===== config.mk =====
export PLATFORM = sky130hd
export DESIGN_NAME = relu_maxpool2x2
export DESIGN_NICKNAME = d
export VERILOG_FILES = /design/src/rtl/relu_maxpool2x2.sv
export SDC_FILE = /design/constraint.sdc
export NUM_CORES = 1
export LEC_CHECK = 0
export CELL_PAD_IN_SITES_DETAIL_PLACEMENT = 1
export CELL_PAD_IN_SITES_GLOBAL_PLACEMENT = 2
export CORE_MARGIN = 5
export CORE_UTILIZATION = 40
export DETAILED_ROUTE_END_ITERATION = 12
export MAX_ROUTING_LAYER = met4
export PLACE_DENSITY_LB_ADDON = 0.1
export SYNTH_ARGS = -nofsm -noshare
export SYNTH_HDL_FRONTEND = slang
export SYNTH_SLANG_ARGS = --single-unit

===== constraint.sdc =====
create_clock -name clk -period 6.45 [get_ports clk]
set_input_delay 1.29 -clock clk [delete_from_list [all_inputs] [get_ports clk]]
set_output_delay 1.29 -clock clk [all_outputs]
set_load 0.01 [all_outputs]

===== src/rtl/relu_maxpool2x2.sv =====
// ReLU followed by non-overlapping 2x2 max pooling on a raster-order float16 stream.
// One pooled word per window, registered one cycle after the window's last sample.
module relu_maxpool2x2 #(
    parameter int DATA_WIDTH = 16,
    parameter int IMG_W      = 28,
    parameter int IMG_H      = 28
) (
    input  logic                  clk,
    input  logic                  rst,
    input  logic                  iValid,
    input  logic [DATA_WIDTH-1:0] iData,
    output logic                  oValid,
    output logic [DATA_WIDTH-1:0] oData,
    output logic                  oFrameDone
);

    localparam int CW = (IMG_W > 1) ? $clog2(IMG_W) : 1;
    localparam int RW = (IMG_H > 1) ? $clog2(IMG_H) : 1;
    localparam int LD = IMG_W / 2;
    localparam int LW = (LD > 1) ? $clog2(LD) : 1;

    logic [CW-1:0]         r_col;
    logic [RW-1:0]         r_row;
    logic [DATA_WIDTH-1:0] r_hold;
    logic [DATA_WIDTH-1:0] r_lbuf [LD];
    logic                  r_ovalid;
    logic                  r_fdone;
    logic [DATA_WIDTH-1:0] r_odata;

    logic [DATA_WIDTH-1:0] w_relu;
    logic [DATA_WIDTH-1:0] w_hmax;
    logic [DATA_WIDTH-1:0] w_lb_rd;
    logic [DATA_WIDTH-1:0] w_pool;
    logic [LW-1:0]         w_lidx;
    logic                  w_col_last;
    logic                  w_row_last;

    // After ReLU every word is non-negative, so an unsigned compare orders float16 correctly.
    assign w_relu     = iData[DATA_WIDTH-1] ? '0 : iData;
    assign w_hmax     = (w_relu > r_hold) ? w_relu : r_hold;
    assign w_lidx     = LW'(r_col >> 1);
    assign w_lb_rd    = r_lbuf[w_lidx];
    assign w_pool     = (w_hmax > w_lb_rd) ? w_hmax : w_lb_rd;
    assign w_col_last = (r_col == CW'(IMG_W - 1));
    assign w_row_last = (r_row == RW'(IMG_H - 1));

    always_ff @(posedge clk) begin
        if (rst) begin
            r_col    <= '0;
            r_row    <= '0;
            r_hold   <= '0;
            r_ovalid <= 1'b0;
            r_fdone  <= 1'b0;
            r_odata  <= '0;
        end else begin
            r_ovalid <= 1'b0;
            r_fdone  <= 1'b0;
            if (iValid) begin
                if (w_col_last) begin
                    r_col <= '0;
                    r_row <= w_row_last ? '0 : r_row + 1'b1;
                end else begin
                    r_col <= r_col + 1'b1;
                end

                if (!r_col[0]) begin
                    r_hold <= w_relu;
                end else if (r_row[0]) begin
                    r_ovalid <= 1'b1;
                    r_odata  <= w_pool;
                    r_fdone  <= w_col_last && w_row_last;
                end
            end
        end
    end

    // Line buffer carries no reset: even rows always write an entry before the odd row reads it.
    always_ff @(posedge clk) begin
        if (!rst && iValid && r_col[0] && !r_row[0]) begin
            r_lbuf[w_lidx] <= w_hmax;
        end
    end

    assign oValid     = r_ovalid;
    assign oData      = r_odata;
    assign oFrameDone = r_fdone;

endmodule

# --- Yosys cells after proc, flatten, opt, wreduce, memory -nomap -nowiden ---
# Memories as Yosys holds them, arrays and structs flattened. A register that Yosys moved wholly into a read port is not among the register bits.
# Cells that the tools add are included.
# Widths: inputs -> output; s select.
totals:
  regBits: 44
  mem_count: 1
  rom_bits: 0
  in_bits: 19
  latchBits: 0
  out_inout_bits: 18
  ram_bits: 224
mem_list:
  columns: ["name", "depth", "width", "read_ports", "rd_clocked_by_memory_dff", "wr", "line_no", "source"]
  rows:
  - ["r_lbuf", 14, 16, 1, 1, 1, "25", "logic [DATA_WIDTH-1:0] r_lbuf [LD];"]
classes:
  bitwise: 3
  shifts: 0
  div_mod_pow: 0
  n_addsub: 2
  mux: 10
  eq_ne: 2
  magnitude_cmp: 2
  reduce_logical: 11
  mul: 0
ops:
  columns: ["cell", "n"]
  rows:
  - ["$mux 16", 2]
  - ["$gt 15x16->1", 1]
  - ["$gt 16x16->1", 1]
  - ["$mux 15", 1]
  - ["$add 5x1->5 const B", 2]
  - ["$eq 5x5->1 const B", 2]
  - ["$mux 5", 2]
  - ["$mux 4", 2]
  - ["$logic_and 1x1->1", 4]
  - ["$reduce_and 2->1", 2]
  - ["$reduce_or 4->1", 1]
  - ["$mux 1", 3]
  - ["$not 1->1", 3]
  - ["$reduce_and 3->1", 1]
  - ["$reduce_or 3->1", 1]
  - ["$logic_not 1->1", 2]

# --- Logic depth before layout (Yosys ltp) ---
# Gate-level depths: netlist of the first run.
depth:
  word_depth: 6
  depth_mapped: 19
  ltp_nobuf: 15

# --- Worst setup path before layout of the first run ---
# OpenSTA, ideal clock, no wires.
synth_path:
  path_type: "input -> register"
  startpoint: "in iData[15]"
  endpoint: "reg r_odata[0], in the netlist oData[0]"
  slack_ps: 852
  stages: 17
  arrival_time_ps: 5474
  cell_sequence: "clkbuf_1 nor2b_1 ha_1 nand4_1 or4_4 o211ai_2 nand2_4 buf_12 o21ai_0 ha_1 nor2b_1 o211ai_1 a21o_1 a31oi_1 clkbuf_1 a2bb2oi_1 nand3_1"
synth_via:
  elab_chain_len: 5
synth_lines:
  columns: ["item", "line_no", "source"]
  rows:
  - ["start: declaration", "11", "input logic [DATA_WIDTH-1:0] iData,"]
  - ["$mux 15", "39", "assign w_relu = iData[DATA_WIDTH-1] ? '0 : iData;"]
  - ["named net w_relu[11]", "30", "logic [DATA_WIDTH-1:0] w_relu;"]
  - ["$gt 15x16->1", "40", "assign w_hmax = (w_relu > r_hold) ? w_relu : r_hold;"]
  - ["$mux 16", "40", null]
  - ["named net w_hmax[1]", "31", "logic [DATA_WIDTH-1:0] w_hmax;"]
  - ["$gt 16x16->1", "43", "assign w_pool = (w_hmax > w_lb_rd) ? w_hmax : w_lb_rd;"]
  - ["$mux 16", "43", null]
  - ["end signal: assignment", "70", "r_odata <= w_pool;"]
  - ["end: declaration", "28", "logic [DATA_WIDTH-1:0] r_odata;"]
# The timed path passes the listed nets, and every way through them passes these cells.
# A chain may end at the register's enable or synchronous reset.

# --- Final worst setup path of the first run ---
layout_path:
  startpoint: "in iData[15]"
  endpoint: "reg r_odata[7], in the netlist oData[7]"
# The elaborated chain is that of the path after synthesis.

==> results of run 1 <==
==> kinds of logic after synthesis <==
group	count (synthesis)	synth area share, %
compound gates	112	6.35
xor+xnor	3	0.237
fa+ha+maj	30	3.39
buf+inv	59	2.45
flops	256	65.2
mux	91	13.8
other cells	1	0.0338
simple gates	194	8.49
==> per-layer routing <==
layer  vias up  GRT usage, %  part of all wire [%]
met1      3374          23.8                    45
met3        30          2.21                   2.7
met4         0          3.09                   1.5
li1       2994             -                     -
met5         -             -                     0
met2        94          31.8                    51
==> state kept, by name, summed over array words and instances (netlist names), named ones only <==
name and cells:
r_lbuf 210, r_row 5, oData 15, oValid 1
r_col 5, r_hold 15, oFrameDone 1
==> worst max-delay path: cells and delay by family <==
family | cells | cell delay, ns
buffers and inverters | 2 | 1.09
multiplexers | 1 | 0.52
adder cells (fa/ha/maj) | 2 | 0.70
AND/OR/NAND/NOR | 9 | 2.18
AO/OA/AOI/OAI | 2 | 0.43
==> Yosys cell counts, types with 13 or more instances <==
master,count
nor2b_1,16
o211ai_1,15
nand3_1,22
ha_1,30
edfxtp_1,210
nand2_1,59
mux2i_1,30
clkbuf_1,21
o31a_1,13
a21oi_1,58
nor2_1,47
nand4_1,17
inv_1,15
mux4_2,46
dfxtp_1,46
==> through the flow <==
| stage | instance area [µm²] | setup slack [ns] | cells | utilization (%) | hold slack [ns] |
|---|---|---|---|---|---|
| after floorplan | 11100 | 0.852 | 746 | - | 0.459 |
| final | 12900 | 0.691 | 1199 | 46.9 | 0.494 |
| after CTS | 12900 | 0.721 | 1199 | 46.9 | 0.496 |
| after global placement | 12000 | 0.283 | 1147 | 43.5 | 0.482 |
| after global routing | 12900 | 0.436 | 1199 | 46.9 | 0.524 |
| after detailed placement | 12000 | 0.180 | 1147 | 43.5 | 0.486 |
==> worst min path at each step <==
stage	startpoint	to	slack, ns
floorplan	r_hold[12]	r_hold[12]	0.46
global placement	r_hold[11]	r_hold[11]	0.48
detailed placement	r_hold[5]	r_hold[5]	0.49
CTS	r_hold[5]	r_hold[5]	0.50
global route	r_hold[5]	r_hold[5]	0.52
finish	r_hold[5]	r_hold[5]	0.49
==> power breakdown <==
part           internal (W)  switching (W)  total, W
sequential          0.00182      0.0000247   0.00184
clock               0.00100       0.000630   0.00163
combinational      0.000114       0.000167  0.000281
total               0.00293       0.000822   0.00375
==> cell type report <==
type | instances | area, µm² | area share, %
clock buffers | 34 | 764 | 5.91
clock inverters | 18 | 194 | 1.50
inverters | 15 | 56.3 | 0.435
multi-input cells | 431 | 3620 | 28.0
flip-flops and latches | 256 | 7230 | 55.9
well taps | 378 | 473 | 3.66
repair buffers | 67 | 591 | 4.57
==> impl_metrics.csv, run 1 <==
group,metric,value,unit
floorplanning,pin_count,37,
floorplanning,die_h,176,µm
yosys,seq_area_frac_synth,65.2,%
placed_design,dpl.hpwl,17.7,mm
floorplanning,num_rows,61,
finish,drive_gt1_share,19.4,%
yosys,yosysTopAreaCell,"edfxtp_1",
critical_path,r2r-start,"r_hold[13]",
drt,via_count,6492,
clock_tree,clk_latency,0.53,ns
yosys,synth_area_leaders,"edfxtp_1 57%, mux4_2 9.4%, dfxtp_1 8.3%, ha_1 3.4%, mux2i_1 2.7%",
status,status,"finished, final reports clean",
power,power.leakage,4.28,nW
yosys,syn_avg_cell_area,14.9,µm²
finish,final_cell_mix,"210 x edfxtp_1, 59 x nand2_1, 58 x a21oi_1, 46 x mux4_2, 43 x dfxtp_1",
critical_path,cp-startpoint,"iData[15]",
yosys,synth_top_area_share,56.9,%
drt,drtIter0Drc,401,
clock_tree,cts_hold_buf,0,
yosys,ys.flop_type,"edfxtp_1",
floorplanning,die_w,176,µm
clock_tree,cts_root_buffer,"clkbuf_16",
global_routing,antenna_found_initial,0,
global_routing,grt_pass1_vias,7154,
yosys,synth-seq-cells,256,
critical_path,worstPathArrival,6.23,ns
critical_path,crit_end,"oData[7]",
clock_tree,cts_setup_buffers,0,
timing,setup_violations,0,
critical_path,worst_setup_path_end_kind,"flip-flop",
power,power,0.00375,W
clock_tree,clockBufferDepth,3,
finish,final_common_cell,"edfxtp_1",
timing,period_share,89.3,%
timing,slew_viol_final,0,
placed_design,portBuffers,35,
drt,via_per_inst,5.41,
yosys,syn_inst,746,
critical_path,r2r_cells,15,
timing,rsz0062_at_grt,"no",
timing,finalSetupTns,0,ns
drt,wl_per_cell,22.7,µm
yosys,synth_edf_count,210,
floorplanning,core_area,27600,µm²
clock_tree,cts_sinks,256,
clock_tree,cts-resized-gates,0,
power,peakVddDrop,0.000192,V
placed_design,place_congestion,0.761,
drt,routed_wl,27.3,mm
clock_tree,cts_tree,"yes",
timing,worst_pin_slew,1.22,ns
global_routing,grt.total_usage,18.4,%
yosys,ys.warnings.count,0,
timing,fmax,0.174,GHz
critical_path,critical_path.max_fanout,28,
run,drv_cap,0,
critical_path,crit_type,"in2reg",
drt,ant_nets,0,
power,p_per_area,290,nW/µm²
critical_path,cp_slowest_cell,"clkdlybuf4s50_1",
critical_path,required,6.92,ns
timing,maxSlewHeadroom,18.8,%
critical_path,cp-start-kind,"primary input",
finish,final.fill_count,2702,
timing,fin_crit,5.76,ns
floorplanning,die-area,31100,µm²
clock_tree,cts-buffers-inserted,28,
yosys,synth_area,11100,µm²
finish,area_growth,16.7,%
global_routing,overflow,0,
worst_hold_path,hold_path_class,"reg2reg",
yosys,post_synth_num_cell_types,53,
finish,fin_nets,848,
critical_path,cpPeakStageDelay,0.75,ns
timing,skew,0.0127,ns
critical_path,path_common_cell,"nand3_1",
floorplanning,start_util,40.2,%
critical_path,reg2reg_setup_slack,1.92,ns
global_routing,grt_pass1_wl,42.4,mm
timing,hold_viol,0,
critical_path,crit_chain,"clkdlybuf4s50_1 > nor2b_1 > ha_1 > nand3_1 > or4_4 > or3_1 > nand2_4 > mux2_2 > ha_1 > and4_1 > nand3_1 > a21o_1 > a31oi_2 > buf_4 > nand4_1 > nand3_1",
drt,drc,0,
critical_path,worstReg2RegEnd,"oData[7]",
yosys,synthArstFlopShare,0,%
finish,antennaDiodeCount,0,
clock_tree,clk_pin_slew_worst_paths,0.06,ns
worst_hold_path,hold_path_depth,2,
yosys,syn_nets,795,
global_routing,grt_max_degree,45,
clock_tree,htreeDepth,1,
drt,dr.pass1.iters,5,
Note: power is estimated with default switching activity, not from simulation.
==> run 2, diff against run 1 <==
ABC_AREA = 1   (was default)
==> run 2 against run 1 <==
- combinational power up 24%
- highest routed layer unchanged
- die area rose by 2.6%
- flip-flop and latch count is the same
==> impl_metrics.csv, run 2 <==
group,metric,value,unit
status,status,"finished, final reports clean",
timing,finalSetupTns,0,ns
global_routing,grt_max_degree,83,
global_routing,antenna_found_initial,0,
worst_hold_path,hold_path_class,"reg2reg",
drt,dr.pass1.iters,5,
finish,final_core_util,46.5,%
placed_design,place_congestion,0.798,
critical_path,path_common_cell,"nand2_1",
critical_path,r2r-start,"r_hold[13]",
power,power.leakage,5.02,nW
finish,final.fill_count,3128,
floorplanning,core_area,27900,µm²
timing,fmax,0.186,GHz
placed_design,portBuffers,35,
critical_path,critical_path.max_fanout,17,
floorplanning,pin_count,37,
yosys,synth_top_area_share,55.4,%
global_routing,grt_pass1_wl,50.4,mm
finish,fin_nets,1219,
power,seqPwrFrac,49.9,%
drt,drc,0,
power,peakVddDrop,0.000170,V
clock_tree,cts-buffers-inserted,28,
critical_path,worst_setup_path_end_kind,"flip-flop",
critical_path,reg2reg_setup_slack,2.20,ns
yosys,syn_nets,1184,
yosys,ys.flop_type,"edfxtp_1",
finish,final_common_cell,"nand2_1",
critical_path,cpPeakStageDelay,0.50,ns
timing,fin_crit,5.36,ns
power,power.share.switching,24.5,%
global_routing,overflow,0,
clock_tree,clockBufferDepth,3,
clock_tree,clk_pin_slew_worst_paths,0.06,ns
finish,area_growth,14.1,%
clock_tree,cts-resized-gates,0,
drt,wl_per_cell,21.1,µm
timing,rsz0062_at_grt,"no",
clock_tree,cts_setup_buffers,0,
drt,ant_nets,0,
clock_tree,htreeDepth,1,
critical_path,cp-startpoint,"iData[15]",
timing,worst_pin_slew,1.09,ns
timing,slew_viol_final,0,
timing,hold_viol,0,
power,p_per_area,286,nW/µm²
yosys,syn_inst,1135,
yosys,synth_area_leaders,"edfxtp_1 55%, nand2_1 9.2%, dfxtp_1 8.1%, nand3_1 5.0%, nor2_1 3.9%",
timing,period_share,83.2,%
global_routing,grt_pass1_vias,8457,
power,p_sw,0.000911,W
floorplanning,num_rows,61,
yosys,yosys-top-cells-count,"279 x nand2_1, 210 x edfxtp_1, 117 x nor2_1",
critical_path,crit_type,"in2reg",
yosys,synth-seq-cells,256,
floorplanning,die_w,179,µm
critical_path,crit_chain,"clkdlybuf4s50_1 > inv_4 > nand2_1 > inv_1 > ha_1 > nand2_1 > nor3_2 > and2_1 > nand2_1 > nand2_2 > nand2_2 > nand2_1 > nand2_1 > ha_1 > nand2_1 > nor3_1 > nand2_1 > nand2_1 > nand2_1 > inv_1 > nand3_1 > nand2_1 > a21oi_1",
drt,via_per_inst,5.28,
finish,antennaDiodeCount,0,
floorplanning,start_util,40.8,%
run,drv_cap,0,
floorplanning,die-area,31900,µm²
critical_path,cp_slowest_cell,"clkdlybuf4s50_1",
clock_tree,cts_sinks,256,
drt,drtIter0Drc,581,
clock_tree,cts_root_buffer,"clkbuf_16",
critical_path,crit_end,"oData[12]",
drt,via_count,8297,
yosys,seq_area_frac_synth,63.5,%
critical_path,worstReg2RegEnd,"oData[12]",
timing,skew,0.00802,ns
clock_tree,cts_tree,"yes",
global_routing,grt.total_usage,21.5,%
finish,largest_register_ffs,210,
yosys,ys.warnings.count,0,
power,p_comb_share,9.4,%
yosys,post_synth_num_cell_types,36,
finish,drive_gt1_share,8.64,%
yosys,syn_avg_cell_area,10.0,µm²
floorplanning,die_h,179,µm
drt,routed_wl,33.1,mm
yosys,yosysTopAreaCell,"edfxtp_1",
yosys,synth_area,11400,µm²
yosys,synthArstFlopShare,0,%
power,p_int,0.00280,W
finish,final_cell_mix,"279 x nand2_1, 210 x edfxtp_1, 113 x nand3_1, 109 x nor2_1, 83 x a21oi_1",
critical_path,cp-start-kind,"primary input",
timing,setup_violations,0,
clock_tree,cts_hold_buf,0,
clock_tree,clk_latency,0.54,ns
finish,regMostFlops,"r_lbuf",
power,p_clk_share,40.7,%
critical_path,required,6.83,ns
placed_design,dpl.hpwl,19.8,mm
critical_path,worstPathArrival,5.74,ns
critical_path,r2r_cells,20,
timing,maxSlewHeadroom,27.2,%
yosys,synth_edf_count,210,
yosys,post-synth-top-count-cell,"nand2_1",
[run 2: through the flow]
stage | std cells | total power [W] | cell area [µm²] | hold slack (ns) | worst slack, ns
floorplan | 1135 | 0.00212 | 11400 | 0.485 | 1.89
finish | 1570 | 0.00372 | 13000 | 0.467 | 1.09
global route | 1570 | 0.00387 | 13000 | 0.495 | 0.718
CTS | 1570 | 0.00375 | 13000 | 0.469 | 1.15
global placement | 1518 | 0.00223 | 12100 | 0.461 | 0.662
detailed placement | 1518 | 0.00224 | 12100 | 0.459 | 0.584
[run 2: cell families (layout without fill, tap and decap cells)]
family	after synthesis	in the layout	synth area share, %
adder cells (fa/ha/maj)	30	30	3.30
buffers and inverters	139	196	5.53
XOR/XNOR	2	2	0.154
AND/OR/NAND/NOR	532	532	19.4
AO/OA/AOI/OAI	175	175	8.14
flip-flops	256	256	63.5
other	1	1	0.0329
[run 2: worst max-delay path: cells and delay by family]
kind,cells,cell delay [ns]
buffers and inverters,4,1.06
AND/OR/NAND/NOR,16,2.50
AO/OA/AOI/OAI,1,0.06
adder cells (fa/ha/maj),2,0.80
[run 2: layout make-up]
| type | instances | area [µm²] | area share (%) |
|---|---|---|---|
| Clock buffer | 42 | 815 | 6.27 |
| Multi-Input combinational cell | 740 | 3550 | 27.3 |
| Sequential cell | 256 | 7230 | 55.7 |
| Tap cell | 378 | 473 | 3.64 |
| Inverter | 82 | 314 | 2.42 |
| Timing Repair Buffer | 62 | 553 | 4.26 |
| Clock inverter | 10 | 51.3 | 0.395 |
[run 2: per-layer routing]
| metal | track usage, % | vias up | wire, µm |
|---|---|---|---|
| met1 | 29.9 | 4127 | 15500 |
| met2 | 34.3 | 192 | 15500 |
| li1 | - | 3940 | - |
| met4 | 4.16 | 0 | 522 |
| met3 | 2.91 | 38 | 1560 |
| met5 | - | - | 0 |
[run 2: power groups by stage]
stage	registers, W	logic [W]	clock network, W
after floorplan	0.00188	0.000245	0
after global placement	0.00189	0.000344	0
after detailed placement	0.00189	0.000352	0
after CTS	0.00186	0.000353	0.00154
after global routing	0.00186	0.000395	0.00162
final	0.00185	0.000349	0.00151
[run 2: worst min-delay path by stage]
stage	start	to	slack, ns	cells after the start
5_1_grt	oData[7]	oData[7]	0.49	2
3_5_place_dp	oData[7]	oData[7]	0.46	2
3_3_place_gp	oData[7]	oData[7]	0.46	2
4_1_cts	oData[7]	oData[7]	0.47	2
2_1_floorplan	r_row[4]	oFrameDone	0.48	2
6_report	oData[7]	oData[7]	0.47	2
